$ cat config.mk
export PLATFORM = sky130hd
export DESIGN_NAME = bcd_updown_counter
export DESIGN_NICKNAME = d
export VERILOG_FILES = /design/src/rtl/bcd_updown_counter.sv
export SDC_FILE = /design/constraint.sdc
export NUM_CORES = 1
export LEC_CHECK = 0
export BUFFER_PORTS_ARGS = -buffer_cell sky130_fd_sc_hd__buf_2
export CAP_MARGIN = 25
export CORE_MARGIN = 5
export CORE_UTILIZATION = 50
export DETAILED_ROUTE_END_ITERATION = 12
export PLACE_DENSITY = 0.73
export SLEW_MARGIN = 0
export SYNTH_ARGS = -nofsm -noshare
export SYNTH_HDL_FRONTEND = slang
export SYNTH_SLANG_ARGS = --single-unit
$ cat constraint.sdc
create_clock -name CLOCK_50 -period 4 [get_ports CLOCK_50]
set_input_delay 0.8 -clock CLOCK_50 [delete_from_list [all_inputs] [get_ports CLOCK_50]]
set_output_delay 0.8 -clock CLOCK_50 [all_outputs]
set_load 0.005 [all_outputs]
$ cat src/rtl/bcd_updown_counter.sv
`default_nettype none
// ============================================================================
// Module   : bcd_updown_counter
// Brief    : Cascaded multi-digit BCD up/down counter with a prescaled step
//            enable, synchronous clear/load, wrap pulse and active-low
//            seven-segment outputs for every digit.
// Revision : 1.0 - initial release
// ============================================================================
module bcd_updown_counter #(
    parameter int DIGITS   = 4,
    parameter int PRESCALE = 25000000
) (
    input  logic                  CLOCK_50,
    input  logic                  RESET_N,
    input  logic                  en,
    input  logic                  up,
    input  logic                  load,
    input  logic [4*DIGITS-1:0]   load_val,
    input  logic                  clr,
    output logic [4*DIGITS-1:0]   bcd,
    output logic [7*DIGITS-1:0]   hex,
    output logic                  tc,
    output logic                  tick
);

    // Prescaler width; a single-cycle prescale still needs one bit of state.
    localparam int               c_PW   = (PRESCALE > 1) ? $clog2(PRESCALE) : 1;
    localparam logic [c_PW-1:0]  c_PMAX = c_PW'(PRESCALE - 1);

    // Active-low segment patterns, bit 6 = a ... bit 0 = g.
    function automatic logic [6:0] f_seg(input logic [3:0] d);
        logic [6:0] s;
        case (d)
            4'd0:    s = 7'b0000001;
            4'd1:    s = 7'b1001111;
            4'd2:    s = 7'b0010010;
            4'd3:    s = 7'b0000110;
            4'd4:    s = 7'b1001100;
            4'd5:    s = 7'b0100100;
            4'd6:    s = 7'b0100000;
            4'd7:    s = 7'b0001111;
            4'd8:    s = 7'b0000000;
            4'd9:    s = 7'b0001100;
            default: s = 7'b1111111;
        endcase
        return s;
    endfunction

    logic [c_PW-1:0]       presc_q, presc_d;
    logic                  tick_q, tick_d;
    logic [4*DIGITS-1:0]   bcd_q, bcd_d;
    logic                  tc_q, tc_d;

    logic                  w_presc_wrap;
    logic [DIGITS:0]       w_carry;      // carry/borrow into digit i; [DIGITS] = full wrap
    logic [4*DIGITS-1:0]   w_step_val;   // value after one step in the current direction
    logic [4*DIGITS-1:0]   w_load_val;   // load value with illegal nibbles forced to 0

    // Prescaler next state: clear wins, otherwise count while enabled.
    always_comb begin
        presc_d      = presc_q;
        w_presc_wrap = en && (presc_q == c_PMAX);
        if (clr) begin
            presc_d = '0;
        end else if (en) begin
            presc_d = w_presc_wrap ? '0 : presc_q + 1'b1;
        end
        // A clear abandons the partial period, including a wrap in the same cycle.
        tick_d = w_presc_wrap && !clr;
    end

    // The step always enters digit 0; each digit passes carry/borrow onward
    // combinationally so all digits settle in the same cycle.
    assign w_carry[0] = 1'b1;

    generate
        for (genvar i = 0; i < DIGITS; i++) begin : g_digit
            logic [3:0] w_cur;
            logic [3:0] w_nxt;
            logic [3:0] w_ld;

            assign w_cur = bcd_q[4*i +: 4];
            assign w_ld  = load_val[4*i +: 4];

            // Per-digit step: wrap at 9 going up, at 0 going down.
            always_comb begin
                w_nxt = w_cur;
                if (w_carry[i]) begin
                    if (up) begin
                        w_nxt = (w_cur >= 4'd9) ? 4'd0 : w_cur + 4'd1;
                    end else begin
                        w_nxt = ((w_cur == 4'd0) || (w_cur > 4'd9)) ? 4'd9 : w_cur - 4'd1;
                    end
                end
            end

            assign w_carry[i+1]       = w_carry[i] && (up ? (w_cur >= 4'd9) : (w_cur == 4'd0));
            assign w_step_val[4*i +: 4] = w_nxt;
            assign w_load_val[4*i +: 4] = (w_ld > 4'd9) ? 4'd0 : w_ld;
            assign hex[7*i +: 7]       = f_seg(bcd_q[4*i +: 4]);
        end
    endgenerate

    // Count next state with priority clear > load > step; tc flags a full wrap.
    always_comb begin
        bcd_d = bcd_q;
        tc_d  = 1'b0;
        if (clr) begin
            bcd_d = '0;
        end else if (load) begin
            bcd_d = w_load_val;
        end else if (tick_q) begin
            bcd_d = w_step_val;
            tc_d  = w_carry[DIGITS];
        end
    end

    // State registers with asynchronous active-low reset.
    always_ff @(posedge CLOCK_50 or negedge RESET_N) begin
        if (!RESET_N) begin
            presc_q <= '0;
            tick_q  <= 1'b0;
            bcd_q   <= '0;
            tc_q    <= 1'b0;
        end else begin
            presc_q <= presc_d;
            tick_q  <= tick_d;
            bcd_q   <= bcd_d;
            tc_q    <= tc_d;
        end
    end

    assign bcd  = bcd_q;
    assign tc   = tc_q;
    assign tick = tick_q;

endmodule
`default_nettype wire

## Word level (Yosys, flattened, before mapping)

Memories as Yosys holds them, arrays and structs flattened.
Cells that the tools add are included.

| word-level totals | value |
|---|---|
| output and inout bits | 46 |
| bits of input ports | 22 |
| ROM bits | 448 |
| bits in registers | 43 |
| memories kept | 4 |
| word-level logic and storage cells | 87 |

| cells by class | value |
|---|---|
| $lt $le $gt $ge | 12 |
| multiplexer cells | 32 |
| equality and inequality tests | 1 |
| reductions and logical operators | 22 |
| add/subtract/negate cells | 9 |

Memories:

| name | depth | width | read ports | clocked after Yosys merged registers in | write ports | RTL line | source |
|---|---|---|---|---|---|---|---|
| (no name shown) | 16 | 7 | 1 | 0 | 0 | 33 | `case (d)` |
| (no name shown) | 16 | 7 | 1 | 0 | 0 | 33 |  |
| (no name shown) | 16 | 7 | 1 | 0 | 0 | 33 |  |
| (no name shown) | 16 | 7 | 1 | 0 | 0 | 33 |  |

Operators with widths:

| cell | count |
|---|---|
| two-way mux 4 bit | 19 |
| two-way mux 25 bit | 3 |
| two-way mux 16 bit | 3 |
| greater-than comparator 4 bit, second input constant | 8 |
| adder 25 x 1 -> 25 bit, second input constant | 1 |
| == test 25 bit, second input constant | 1 |
| adder 4 x 1 -> 4 bit, second input constant | 4 |
| greater-or-equal comparator 4 bit, second input constant | 4 |
| zero test 4 bit | 4 |
| subtractor 4 x 1 -> 4 bit, second input constant | 4 |
| nonzero test 3 bit | 4 |
| two-way mux 1 bit | 7 |
| AND reduction 2 bit | 3 |
| logical AND 1 bit | 5 |
| logical OR 1 bit | 4 |
| nonzero test 2 bit | 1 |
| zero test 1 bit | 1 |

## Longest topological paths before layout

| logic depth | value |
|---|---|
| depth in word-level cells | 8 |
| mapped depth | 7 |
| depth with buffers taken out | 7 |

## Worst setup path before layout

No wires, ideal clock.

| path | value |
|---|---|
| kind | flip-flop to flip-flop |
| from | reg bcd_q[0], in the netlist bcd[0] |
| to | reg bcd_q[13], in the netlist bcd[13] |
| path buffers | 0 |
| arrival time | 2087 ps |
| data required time | 3875 ps |
| stages on the path, launching flop included | 8 |
| slack | 1789 ps |
| period minus slack after synthesis | 2211 ps |
| setup time | 125 ps |
| cells stage by stage | dfrtp_1 > inv_1 > ha_1 > nor3b_1 > nor3b_1 > a2bb2o_4 > o21ai_4 > mux2_2 |

| on the way | value |
|---|---|
| cells in the longest elaborated chain, start to end | 6 |
| elaborated cells on any way between the ends | 7 |
| classes of those cells | order compare (1); mux (1); reduce/logical (5) |

Ends and longest elaborated chain:

| element | RTL line | source |
|---|---|---|
| from (decl) | 51 | `logic [4*DIGITS-1:0] bcd_q, bcd_d;` |
| from (signal assigned) | 123 | `bcd_q <= '0;` |
| from (signal assigned) | 128 | `bcd_q <= bcd_d;` |
| greater-or-equal comparator 4 bit / zero test 4 bit (equally long branches) | 97 | `assign w_carry[i+1] = w_carry[i] && (up ? (w_cur >= 4'd9) : (w_cur == 4'd0));` |
| two-way mux 1 bit * | 97 |  |
| logical AND 1 bit * (2 in series) | 97 |  |
| nonzero test 3 bit (no source line) * | - |  |
| AND reduction 2 bit (no source line) * | - |  |

Every way passes the cells marked *; elsewhere a longest branch is shown, timed or not.
A chain may end at the register's enable or synchronous reset.

## Worst setup path in the final report

| path | value |
|---|---|
| from | reg bcd_q[10], in the netlist bcd[10] |
| to | out hex[17] |

| on the way | value |
|---|---|
| cells in the longest elaborated chain, start to end | 1 |

Ends and longest elaborated chain:

| element | RTL line | source |
|---|---|---|
| memory read (16 x 7 bit) | - |  |
| to (decl) | 21 | `output logic [7*DIGITS-1:0] hex,` |

No other way between the ends.

==> implementation parameters <==
Parameter                              Value

Finish
  Post-layout utilization of the core ... between 50% and 60%
  # diodes ... 0
  Net count reported at finish ... 563
  Area Growth Syn to Fin ... 13.18%
  Layout cell share with drive strength beyond 1 ... between 10% and 20%

STA
  Final setup fails ... 0
  Min Tclk post-route ... about 2700 ps
  Worst Tran Pin Value ... 662.8 ps
  Max-slew violation total from the final report ... 0
  Relative slew margins ... 55.82%
  Maximum clock skew at final layout ... 7.150 ps
  Setup Total Neg Slack ... 0 ps
  Hold Fails Final Rpt ... 0
  Post-route fraction of the period consumed by the critical path ... 67.17%
  Highest clock rate ... roughly 0.37 GHz
  Setup repair after global routing missed its margin ... no

Clocking
  TritonCTS Sinks ... 43
  Number of hold buffers added after CTS ... 0
  Number of post-CTS setup repair buffers ... 0
  Clock edge transition at the registers on the reported setup and hold paths ... around 90 ps
  H-tree levels ... 2
  Clock tree root driver cell ... sky130_fd_sc_hd__clkbuf_8
  TritonCTS clock tree ... built
  Cts bufs inserted ... 5
  Latest clock arrival within the worst-skew pair ... about 300 ps
  Worst-case clock buffer depth ... 2
  Post_cts resized ... 0

Logic synthesis
  Total of flip-flops plus latches after synthesis ... between 40 and 50
  Cell type contributing the most total cell area after synthesis ... sky130_fd_sc_hd__dfrtp_1
  Post-synth net total ... 512
  Sequential share of the synthesized area ... 29.00%
  EDFF count, synth ... 0
  Yosys warning total ... 0
  Fraction of post-synthesis cell area in the top cell type by area ... about 29%
  Most common cell in the synthesized netlist ... sky130_fd_sc_hd__nor2_1
  Instance count of the mapped netlist ... 465
  Largest cells by area after synthesis ... sky130_fd_sc_hd__dfrtp_1, sky130_fd_sc_hd__ha_1, sky130_fd_sc_hd__nor2_1
  Synth cell count leaders ... sky130_fd_sc_hd__nor2_1, sky130_fd_sc_hd__o21ai_0, sky130_fd_sc_hd__dfrtp_1, sky130_fd_sc_hd__a21oi_1, sky130_fd_sc_hd__nand2_1
  Share of async-settable or async-resettable flops after synthesis ... 100.0%
  Avg Synthesized Cell Area ... roughly 8 um^2
  Distinct cells, synth ... 63
  Area of the mapped netlist ... ~3700 um^2
  Top FF cell, synth ... sky130_fd_sc_hd__dfrtp_1

Power
  Peak ir drop on the vdd network ... ~0.22 mV
  Power density over cell area ... slightly below 300 nW/um^2
  Leak pwr ... around 1.8 nW

Die
  Die H ... around 96 um
  Starting density of the core ... 51.16%
  Core region area ... approximately 7300 um^2
  Die extent in x ... ~96 um
  Site Rows ... 31
  # IOs ... 68
  Area of the die ... slightly above 9000 um^2

Worst setup path
  Arr. time, crit path ... between 1500 and 2000 ps
  Worst-path fanout max ... 14
  Element type at the critical path start ... flip-flop
  Critical path endpoint category ... primary output
  Category of the critical setup timing path ... flip-flop to primary output
  CP required ... about 3200 ps
  Worst R2R Path Depth ... 7

Route
  Average routed wire per standard cell ... roughly 15 um
  Residual antenna-violating net count after detailed routing ... 0
  Vias post-DR ... between 3000 and 4000
  Number of remaining DRC errors ... 0
  Number of detailed-route iterations in the first pass ... 5
  Via density per instance ... approximately 6.0
  Final wirelength ... 9511 um
  Starting DRT DRC Count ... 206

Global routing
  Total routing resource utilization after global routing ... between 20 and 25%
  First-pass GRT wire length ... around 15000 um
  Via count of the first global-routing pass ... around 3300
  Largest net degree at the start of global routing ... 44
  Antenna violations before repair ... 0
  Leftover overflow at the end of global routing ... 0

Placement
  Port bufs ... between 60 and 70
  Routability cong. ... 0.8963
  Final HPWL from detailed placement ... about 7000 um

Run
  Max Cap Violations ... 0

Hold path
  Tightest Hold Check Type ... primary input to asynchronous set/reset pin

Outcome
  Status ... finished, final reports clean
==> placed cells by master, fill, tap and decap left out, types with 4 or more instances in the layout <==
master	Yosys	final
sky130_fd_sc_hd__a31oi_1	4	4
sky130_fd_sc_hd__nand2b_1	15	15
sky130_fd_sc_hd__nand4_1	6	6
sky130_fd_sc_hd__clkbuf_8	0	5
sky130_fd_sc_hd__nor3_1	8	8
sky130_fd_sc_hd__a21oi_1	36	36
sky130_fd_sc_hd__mux2i_1	5	5
sky130_fd_sc_hd__nor4_1	7	7
sky130_fd_sc_hd__o21bai_1	4	4
sky130_fd_sc_hd__nand2_1	27	27
sky130_fd_sc_hd__nor3b_1	6	6
sky130_fd_sc_hd__o21ai_0	45	45
sky130_fd_sc_hd__buf_2	5	67
sky130_fd_sc_hd__and3_1	4	4
sky130_fd_sc_hd__inv_1	21	21
sky130_fd_sc_hd__xor2_1	9	9
sky130_fd_sc_hd__or4_1	6	6
sky130_fd_sc_hd__nand3_1	19	19
sky130_fd_sc_hd__dfrtp_1	43	43
sky130_fd_sc_hd__o31ai_1	5	5
sky130_fd_sc_hd__nor2_1	61	61
sky130_fd_sc_hd__a211oi_1	7	7
sky130_fd_sc_hd__xnor2_1	16	16
sky130_fd_sc_hd__ha_1	25	25
==> cell families (layout without fill, tap and decap cells) <==
group,Yosys count,after routing,share of synthesized area [%]
multiplexers,8,8,2.259
buffers and inverters,47,99,5.731
AO/OA/AOI/OAI,137,137,23.77
XOR/XNOR,25,25,5.900
adder cells (fa/ha/maj),25,25,8.429
AND/OR/NAND/NOR,180,180,24.92
flip-flops,43,43,29.00
==> worst paths after layout <==
path                                to         from  slack, ps
setup / recovery               hex[17]      bcd[10]       1310
setup reg to reg               bcd[13]       bcd[0]       1500
max in group asynchronous       bcd[1]      RESET_N       3280
hold reg to reg            presc_q[21]  presc_q[21]        550
hold / removal             presc_q[11]      RESET_N        290
min in group CLOCK_50      presc_q[21]  presc_q[21]        550
==> per-layer routing <==
metal	track usage, %	part of all wire, %
met2	36.34	50
met4	6.043	1.6
met3	3.049	5.9
met1	26.17	43
met5	0	0
==> metrics by stage <==
stage          cell area [um^2]  hold WS, ps  power [mW]  setup slack, ps  cells
3_5_place_dp               4044        538.1      0.8119             1255    607
2_1_floorplan              3711        502.2      0.6922             1789    465
3_3_place_gp               4044        527.3      0.8035             1341    607
4_1_cts                    4180        554.1       1.223             1307    615
6_report                   4200        292.9       1.217             1313    616
5_1_grt                    4200        285.9       1.288             1149    616
==> area by class of cell <==
| type | instances | area (um^2) |
|---|---|---|
| Fill cell | 686 | 3053 |
| Multi-Input combinational cell | 375 | 2422 |
| Sequential cell | 43 | 1076 |
| Timing Repair Buffer | 68 | 355.3 |
| Tap cell | 99 | 123.9 |
| Inverter | 23 | 86.33 |
| Clock buffer | 5 | 68.82 |
| Clock inverter | 3 | 67.56 |
==> report_power, final <==
group          internal, mW  switching (mW)
Clock                 0.249           0.160
Combinational         0.139           0.185
Sequential            0.446          0.0375
Total                 0.835           0.382
==> state kept, by name, indices dropped and copies added, names as in the netlist <==
register and flops:
bcd 16, tick 1, presc_q 25, tc 1
==> critical path: stages, from the launching register on <==
cell and delay [ps]:
sky130_fd_sc_hd__dfrtp_1 540, sky130_fd_sc_hd__clkinv_1 350, sky130_fd_sc_hd__ha_1 310, sky130_fd_sc_hd__nand2b_1 150, sky130_fd_sc_hd__o21ai_0 100, sky130_fd_sc_hd__buf_2 140
(Power assumes the default switching activity.)
